<file path="src/rtl/muldiv_unit.sv">
// Iterative RV32M multiply/divide unit. Every operation takes a fixed 33 edges
// from acceptance to the DONE cycle: 32 shift-add / restoring-divide steps on magnitudes, then one sign-fix edge.
module muldiv_unit (
    input  logic        clock,
    input  logic        reset,
    input  logic        start,
    input  logic [2:0]  funct3,
    input  logic [31:0] operand_a,
    input  logic [31:0] operand_b,
    input  logic [4:0]  rd_in,
    output logic        busy,
    output logic        done,
    output logic [31:0] result,
    output logic [4:0]  rd_out,
    output logic        regwrite,
    output logic [1:0]  state_dbg
);
    typedef enum logic [1:0] {IDLE = 2'd0, BUSY = 2'd1, DONE = 2'd2} state_t;

    state_t      state;
    logic [5:0]  count;
    logic [63:0] acc;       // product, or {remainder, quotient} while dividing
    logic [31:0] m;         // multiplicand magnitude, or divisor magnitude
    logic [31:0] a_raw;
    logic [2:0]  op;
    logic [4:0]  rd_q;
    logic        neg_q, neg_r, div_zero;

    logic        a_neg, b_neg;
    logic [31:0] mag_a, mag_b;
    logic [32:0] mul_sum, div_diff;
    logic [63:0] mul_next, div_next, prod;
    logic [31:0] quot, rem, final_res;

    // Handshake: start is a request taken only on an edge where busy=0; busy
    // stays high from that edge through the done cycle, so requests made
    // while busy are dropped rather than queued.
    assign busy      = (state != IDLE);
    assign state_dbg = state;

    always_comb begin
        a_neg = 1'b0;
        b_neg = 1'b0;
        case (funct3)
            3'b001, 3'b100, 3'b110: begin
                a_neg = operand_a[31];
                b_neg = operand_b[31];
            end
            3'b010:  a_neg = operand_a[31];
            default: ;
        endcase
        mag_a = a_neg ? (~operand_a + 32'd1) : operand_a;
        mag_b = b_neg ? (~operand_b + 32'd1) : operand_b;
    end

    always_comb begin
        mul_sum  = {1'b0, acc[63:32]} + (acc[0] ? {1'b0, m} : 33'd0);
        mul_next = {mul_sum, acc[31:1]};
        div_diff = acc[63:31] - {1'b0, m};
        div_next = div_diff[32] ? {acc[62:0], 1'b0}
                                : {div_diff[31:0], acc[30:0], 1'b1};
    end

    always_comb begin
        prod = neg_q ? (~acc + 64'd1) : acc;
        quot = neg_q ? (~acc[31:0] + 32'd1) : acc[31:0];
        rem  = neg_r ? (~acc[63:32] + 32'd1) : acc[63:32];
        case (op)
            3'b000:                 final_res = prod[31:0];
            3'b001, 3'b010, 3'b011: final_res = prod[63:32];
            3'b100, 3'b101:         final_res = div_zero ? 32'hFFFF_FFFF : quot;
            default:                final_res = div_zero ? a_raw : rem;
        endcase
    end

    always_ff @(posedge clock) begin
        if (reset) begin
            state    <= IDLE;
            count    <= 6'd0;
            acc      <= 64'd0;
            m        <= 32'd0;
            a_raw    <= 32'd0;
            op       <= 3'd0;
            rd_q     <= 5'd0;
            neg_q    <= 1'b0;
            neg_r    <= 1'b0;
            div_zero <= 1'b0;
            done     <= 1'b0;
            regwrite <= 1'b0;
            result   <= 32'd0;
            rd_out   <= 5'd0;
        end else begin
            case (state)
                IDLE: begin
                    done     <= 1'b0;
                    regwrite <= 1'b0;
                    if (start) begin
                        op       <= funct3;
                        rd_q     <= rd_in;
                        a_raw    <= operand_a;
                        count    <= 6'd0;
                        neg_q    <= a_neg ^ b_neg;
                        neg_r    <= a_neg;
                        div_zero <= (operand_b == 32'd0);
                        acc      <= {32'd0, funct3[2] ? mag_a : mag_b};
                        m        <= funct3[2] ? mag_b : mag_a;
                        state    <= BUSY;
                    end
                end
                BUSY: begin
                    if (count == 6'd32) begin
                        result   <= final_res;
                        rd_out   <= rd_q;
                        done     <= 1'b1;
                        regwrite <= (rd_q != 5'd0);
                        state    <= DONE;
                    end else begin
                        acc   <= op[2] ? div_next : mul_next;
                        count <= count + 6'd1;
                    end
                end
                DONE: begin
                    done     <= 1'b0;
                    regwrite <= 1'b0;
                    state    <= IDLE;
                end
                default: state <= IDLE;
            endcase
        end
    end
endmodule

</file>
<file path="config.mk">
export PLATFORM = sky130hd
export DESIGN_NAME = muldiv_unit
export DESIGN_NICKNAME = d
export VERILOG_FILES = /design/src/rtl/muldiv_unit.sv
export SDC_FILE = /design/constraint.sdc
export NUM_CORES = 1
export LEC_CHECK = 0
export ABC_AREA = 0
export CORE_UTILIZATION = 30
export CTS_CLUSTER_SIZE = 16
export DETAILED_ROUTE_END_ITERATION = 6
export GPL_TIMING_DRIVEN = 0
export HOLD_SLACK_MARGIN = 0.12
export SLEW_MARGIN = 20
export SYNTH_ARGS = -nofsm -noshare
export SYNTH_HDL_FRONTEND = slang
export SYNTH_SLANG_ARGS = --single-unit
</file>
<file path="constraint.sdc">
create_clock -name clock -period 7.41 [get_ports clock]
set_clock_uncertainty 0.15 [all_clocks]
set_input_delay 2.223 -clock clock [delete_from_list [all_inputs] [get_ports clock]]
set_output_delay 2.223 -clock clock [all_outputs]
set_load 0.1 [all_outputs]
</file>
==> flow_metrics.tcl, run 1 <==
set metrics [dict create \
    synthCells 2237 \
    clk_latency_ps 470 \
    dp_cells 3041 \
    rows 84 \
    cts_root_buf "clkbuf_16" \
    grt_pass1_wl_um 108000 \
    track_usage 0.268 \
    grt_pass1_vias 16614 \
    cts_setup_buffers 0 \
    synthToLayoutAreaGrowth_pct 16.7 \
    core_um2 52800 \
    period_minus_slack_ps 5200 \
    fin_area_um2 18800 \
    ant_nets 0 \
    nets 2519 \
    vias_per_cell 5.86 \
    worstPathArrival_ps 5440 \
    max_cap_violations 0 \
    die_y_um 233 \
    antenna_cells 0 \
    postRouteWirelength_um 74100 \
    dieWidth_um 233 \
    cts.path.max_buffers 2 \
    powerDensity_nw_per_um2 176 \
    status "finished with violations" \
    portBuffers 115 \
    first_pass_iters 7 \
    max_clock_freq_mhz 192 \
    synth_edf_count 0 \
    cp_max_fo 10 \
    synth_flop_cell "dfxtp_1" \
    cts_resized 0 \
    clk_pin_slew_worst_paths_ps 80 \
    rsz0062_at_grt "false" \
    final_core_util 0.355 \
    setup_viol 0 \
    via_count 18022 \
    min_path_type "reg -> reg" \
    ctsHoldBuffers 0 \
    cts_made_buffers 17 \
    drc 4 \
    p_leak_nw 6.89 \
    worstSetupPathType "in -> reg" \
    syn_area_um2 16100 \
    slew_headroom 0.226 \
    final_cells 3073 \
    start_kind "input port" \
    initial_core_util 0.305 \
    post-dp-hpwl_um 60100 \
    period_share 0.702 \
    vdd_ir_drop_max_mv 0.173 \
    layout_commonest_cell "nand2_1" \
    die-area_um2 54500 \
    cp-end-kind "register" \
    fin_setup_tns_ps 0 \
    required_ps 7650 \
    antenna_found_initial 0 \
    ys_ff_latch 186 \
    yosysSeqAreaShare 0.232 \
    finalHoldViolations 0 \
    final_cell_mix "nand2_1, nor2_1, a21oi_1" \
    wl_per_cell_um 24.1 \
    htree_levels 4 \
    clock-sinks 186 \
    cts_tree "done" \
    async_flop_share 0 \
    syn_nets 2384 \
    placed_area_um2 18100 \
    syn_area_per_cell_um2 7.18 \
    drv_slew 0 \
    grt_max_degree 23 \
    synth.yosys.warnings 0 \
    grt.overflow.total 0 \
    place.gp.congestion 1.03 \
    drive_gt1_frac 0.0419 \
    drtIter0Drc 2102 \
    synth.distinct_cells 84 \
    tightest_slew_ps 1150 \
    violations "DRC" \
    ioPinCount 117 \
]
-- area by class of cell --
| cell class | count | area (um2) |
|---|---|---|
| plain buffers | 167 | 653 |
| clock buffers | 17 | 425 |
| clock inverters | 15 | 228 |
| fillers | 5710 | 34000 |
| inverters | 74 | 278 |
| multi-input cells | 1810 | 11400 |
| flip-flops and latches | 186 | 3720 |
| well taps | 688 | 861 |
| repair buffers | 116 | 1160 |
-- path summary, 6_finish.rpt --
check	startpoint	end	slack (ps)	cells after the start
setup / recovery	funct3[2]	acc[18]	2210	11
hold / removal	a_raw[31]	a_raw[31]	310	2
setup reg to reg	acc[31]	acc[60]	2770	15
hold reg to reg	a_raw[31]	a_raw[31]	310	2
-- critical path, stage by stage --
cell and delay, ps:
clkbuf_1 470, clkinv_1 440, o21ai_0 450, and2_1 270, clkbuf_1 380, o21ai_0 230, xnor2_1 270, o21ai_0 110
a21oi_1 300, o21ai_0 140, a21oi_1 160
-- synthesized netlist by cell type, types with 6 or more instances --
library cell,count,area share
o41ai_1,15,0.0082
nor2b_1,10,0.0039
o21a_1,8,0.0037
buf_1,14,0.0033
o211ai_1,31,0.014
a211oi_1,39,0.018
o31ai_1,34,0.016
xnor2_1,105,0.057
nor3_1,62,0.019
nor2_1,198,0.046
dfxtp_1,186,0.23
o221ai_1,7,0.0038
a31o_2,6,0.0033
nand2_1,308,0.072
nand4_1,11,0.0043
o21ai_0,175,0.054
a221oi_1,20,0.011
ha_1,70,0.054
nand3_1,39,0.012
a21o_1,29,0.014
a22oi_1,17,0.0079
or3_1,15,0.0058
and4_1,6,0.0033
a21oi_1,197,0.061
a31oi_1,25,0.0097
nor4_1,15,0.0058
and3_1,10,0.0039
xor2_1,93,0.051
nand2b_1,21,0.0082
mux2i_1,73,0.045
o22ai_1,13,0.0051
buf_2,7,0.0022
inv_1,73,0.017
mux2_2,13,0.0091
o2111ai_1,6,0.0033
or4_1,12,0.0056
o21bai_1,11,0.0051
a21boi_0,7,0.0033
clkbuf_1,142,0.033
or2_2,15,0.0058
and2_1,13,0.0051
a211o_1,7,0.0038
-- through the flow --
step | setup slack [ps] | power, mW | hold WS, ps
global placement | 1780 | 2.23 | 292
CTS | 2260 | 3.26 | 313
finish | 2210 | 3.30 | 310
global route | 1910 | 3.42 | 334
detailed placement | 1780 | 2.24 | 301
floorplan | 2860 | 1.83 | 266
-- logic make-up after synthesis --
logic type | Yosys count | synth area share
and+or+nand+nor | 765 | 0.221
buffers and inverters | 241 | 0.0579
adders and majority gates | 72 | 0.0570
AOI/OAI and AO/OA | 688 | 0.270
DFF | 186 | 0.232
xor gates and xnor gates | 198 | 0.108
muxes | 87 | 0.0553
-- report_power, final --
part / switching [mW] / internal (mW) / leakage (nW)
combinational: 0.748 / 0.386 / 5.06
clock: 0.531 / 0.504 / 0.316
sequential: 0.0751 / 1.05 / 1.52
-- state kept, by name (all words and copies together) (netlist names), 2 cells and up --
name,cells
rd_q,5
a_raw,32
rd_out,5
op,3
count,6
m,32
state_dbg,2
acc,64
result,32
-- per-layer routing --
layer / track usage / up-vias / part of all wire
met5: 0 / - / 0
met4: 0.141 / 0 / 0.057
met3: 0.0431 / 163 / 0.085
met2: 0.406 / 950 / 0.43
li1: - / 8283 / -
met1: 0.364 / 8626 / 0.43
Power figures use the tool's default switching activity.
==> run 2, diff against run 1 <==
==> constraint.sdc (replaced) <==
create_clock -name clock -period 5.1 [get_ports clock]
set_clock_uncertainty 0.15 [all_clocks]
set_input_delay 1.53 -clock clock [delete_from_list [all_inputs] [get_ports clock]]
set_output_delay 1.53 -clock clock [all_outputs]
set_load 0.1 [all_outputs]
==> results of run 2 <==
The final DEF is identical to that of run 1. Status: finished with violations: DRC.
Among the figures that moved: setup slack after placement 1780 ps -> 165 ps; clock-pin slew on the worst setup and hold paths 80 ps -> 90 ps; setup slack after layout 2210 ps -> 457 ps; start point of the critical path funct3[2] -> acc[31]; end point of the critical path acc[18] -> acc[60]; register-to-register setup slack 2770 ps -> 460 ps; total power 3.30 mW -> 4.79 mW; worst IR drop on VDD 0.173 mV -> 0.251 mV
==> run 3, diff against run 2 <==
--- a/config.mk
+++ b/config.mk
@@ -6,7 +6,8 @@
 export NUM_CORES = 1
 export LEC_CHECK = 0
 export ABC_AREA = 0
-export CORE_UTILIZATION = 30
+export CORE_MARGIN = 10
+export CORE_UTILIZATION = 29
 export CTS_CLUSTER_SIZE = 16
 export DETAILED_ROUTE_END_ITERATION = 6
 export GPL_TIMING_DRIVEN = 0
==> flow_metrics.tcl, run 3 (same netlist as run 1, synthesis figures left out) <==
set metrics [dict create \
    reg2reg_slack_ps 210 \
    postRouteWirelength_um 80000 \
    r2r-start "acc[0]" \
    min_path_type "reg -> reg" \
    powerDensity_nw_per_um2 253 \
    rows 86 \
    htree_levels 4 \
    max_cap_violations 0 \
    initial_core_util 0.292 \
    p_leak_nw 6.87 \
    largest_reg_flops 64 \
    seqPwrFrac 0.346 \
    track_usage 0.236 \
    setup_ws_ps 211 \
    first_pass_iters 6 \
    ant_nets 0 \
    required_ps 5340 \
    wl_per_cell_um 25.5 \
    largest_register "acc" \
    vdd_ir_drop_max_mv 0.201 \
    die_y_um 255 \
    path_delay_family "compound AO/OA/AOI/OAI gates" \
    via_count 17952 \
    cts_root_buf "clkbuf_16" \
    whs_endpoint "m[20]" \
    grt_pass1_wl_um 116000 \
    fillers 6003 \
    final_core_util 0.342 \
    setup_viol 0 \
    cp-end-kind "register" \
    max_clock_freq_mhz 205 \
    cts_made_buffers 17 \
    slowest_delay_ps 830 \
    ioPinCount 117 \
    hold_depth 2 \
    pre_cts_slack_ps -31.7 \
    grt.overflow.total 0 \
    finalHoldViolations 0 \
    dp_cells 3101 \
    met1_usage 0.315 \
    rr_worst_depth 12 \
    drtIter0Drc 2166 \
    worstSetupPathType "reg -> reg" \
    drv_slew 0 \
    hold_ws_ps 304 \
    dieWidth_um 255 \
    worst-path-buf-inv 2 \
    grt_max_degree 20 \
    min_from "m[20]" \
    post-dp-hpwl_um 65000 \
    total_power_mw 4.75 \
    pwr-share-clk 0.304 \
    synthToLayoutAreaGrowth_pct 16.9 \
    drive_gt1_frac 0.0419 \
    nets 2519 \
    fin_setup_tns_ps 0 \
    period_minus_slack_ps 4890 \
    grt_use_met3 0.0413 \
    clock-sinks 186 \
    placed_area_um2 18200 \
    cts_setup_buffers 0 \
    final_cell_mix "nand2_1, nor2_1, a21oi_1" \
    clk_latency_ps 500 \
    cts.path.max_buffers 2 \
    ctsHoldBuffers 0 \
    worstPathArrival_ps 5130 \
    path_cells "inv_1 -> clkbuf_1 -> nor2_1 -> ha_1 -> and4_1 -> a311oi_1 -> o31ai_1 -> a31oi_1 -> o21a_1 -> o311ai_1 -> xor2_1 -> o311a_1" \
    grt_pass1_vias 16838 \
    core_um2 55000 \
    portBuffers 115 \
    period_share 0.959 \
    antenna_found_initial 2 \
    cts_tree "done" \
    tightest_slew_ps 1030 \
    cts_resized 0 \
    start_kind "register" \
    p_sw_frac 0.409 \
    fin_area_um2 18800 \
    status "finished, final reports clean" \
    rsz0062_at_grt "false" \
    r2r_end "acc[62]" \
    switchingPower_mw 1.95 \
    slew_headroom 0.297 \
    layout_commonest_cell "nand2_1" \
    place.gp.congestion 0.993 \
    vias_per_cell 5.73 \
    die-area_um2 65200 \
    multiInputGateArea_um2 11400 \
    busiest_layer "met2" \
    p_comb_frac 0.350 \
    grt_use_met2 0.368 \
    drc 0 \
    cp_slowest_cell "o31ai_1" \
    p_int_mw 2.81 \
    cp_max_fo 10 \
    clk_pin_slew_worst_paths_ps 80 \
    ff_latch_area_um2 3720 \
    final_cells 3134 \
]
[run 3: power groups by stage]
stage | clock network (mW) | logic [mW] | registers [mW]
floorplan | 0 | 1.04 | 1.62
global placement | 0 | 1.61 | 1.67
detailed placement | 0 | 1.61 | 1.67
CTS | 1.46 | 1.62 | 1.64
global route | 1.51 | 1.77 | 1.65
finish | 1.45 | 1.66 | 1.65
[run 3: worst max-delay path by stage]
stage	from	end	slack (ps)	cells after the start
finish	acc[0]	acc[62]	210	12
global route	acc[0]	acc[62]	90	12
floorplan	operand_b[5]	acc[30]	1240	8
detailed placement	operand_a[10]	acc[28]	-30	10
CTS	acc[0]	acc[62]	460	12
global placement	funct3[2]	m[3]	80	10
[run 3: worst register-to-register path: stages, from the launching register on]
cell and delay (ps):
dfxtp_1 380, inv_1 380, clkbuf_1 440, nor2_1 110
ha_1 400, and4_1 230, a311oi_1 90, o31ai_1 840
a31oi_1 480, o21a_1 380, o311ai_1 450, xor2_1 160
o311a_1 310
[run 3: final cells by class]
cell class              instances  share of cell area
clock buffers                  18              0.0234
plain buffers                 167              0.0348
diodes                          1            0.000133
clock inverters                14             0.00899
repair buffers                116              0.0617
inverters                      74              0.0148
well taps                     748              0.0498
multi-input cells            1810               0.608
flip-flops and latches        186               0.198
[run 3: routing by layer]
layer / wire [um] / up-vias
met1: 35500 / 8690
met2: 35300 / 847
met3: 6070 / 119
met5: 0 / -
met4: 3140 / 0
li1: - / 8296
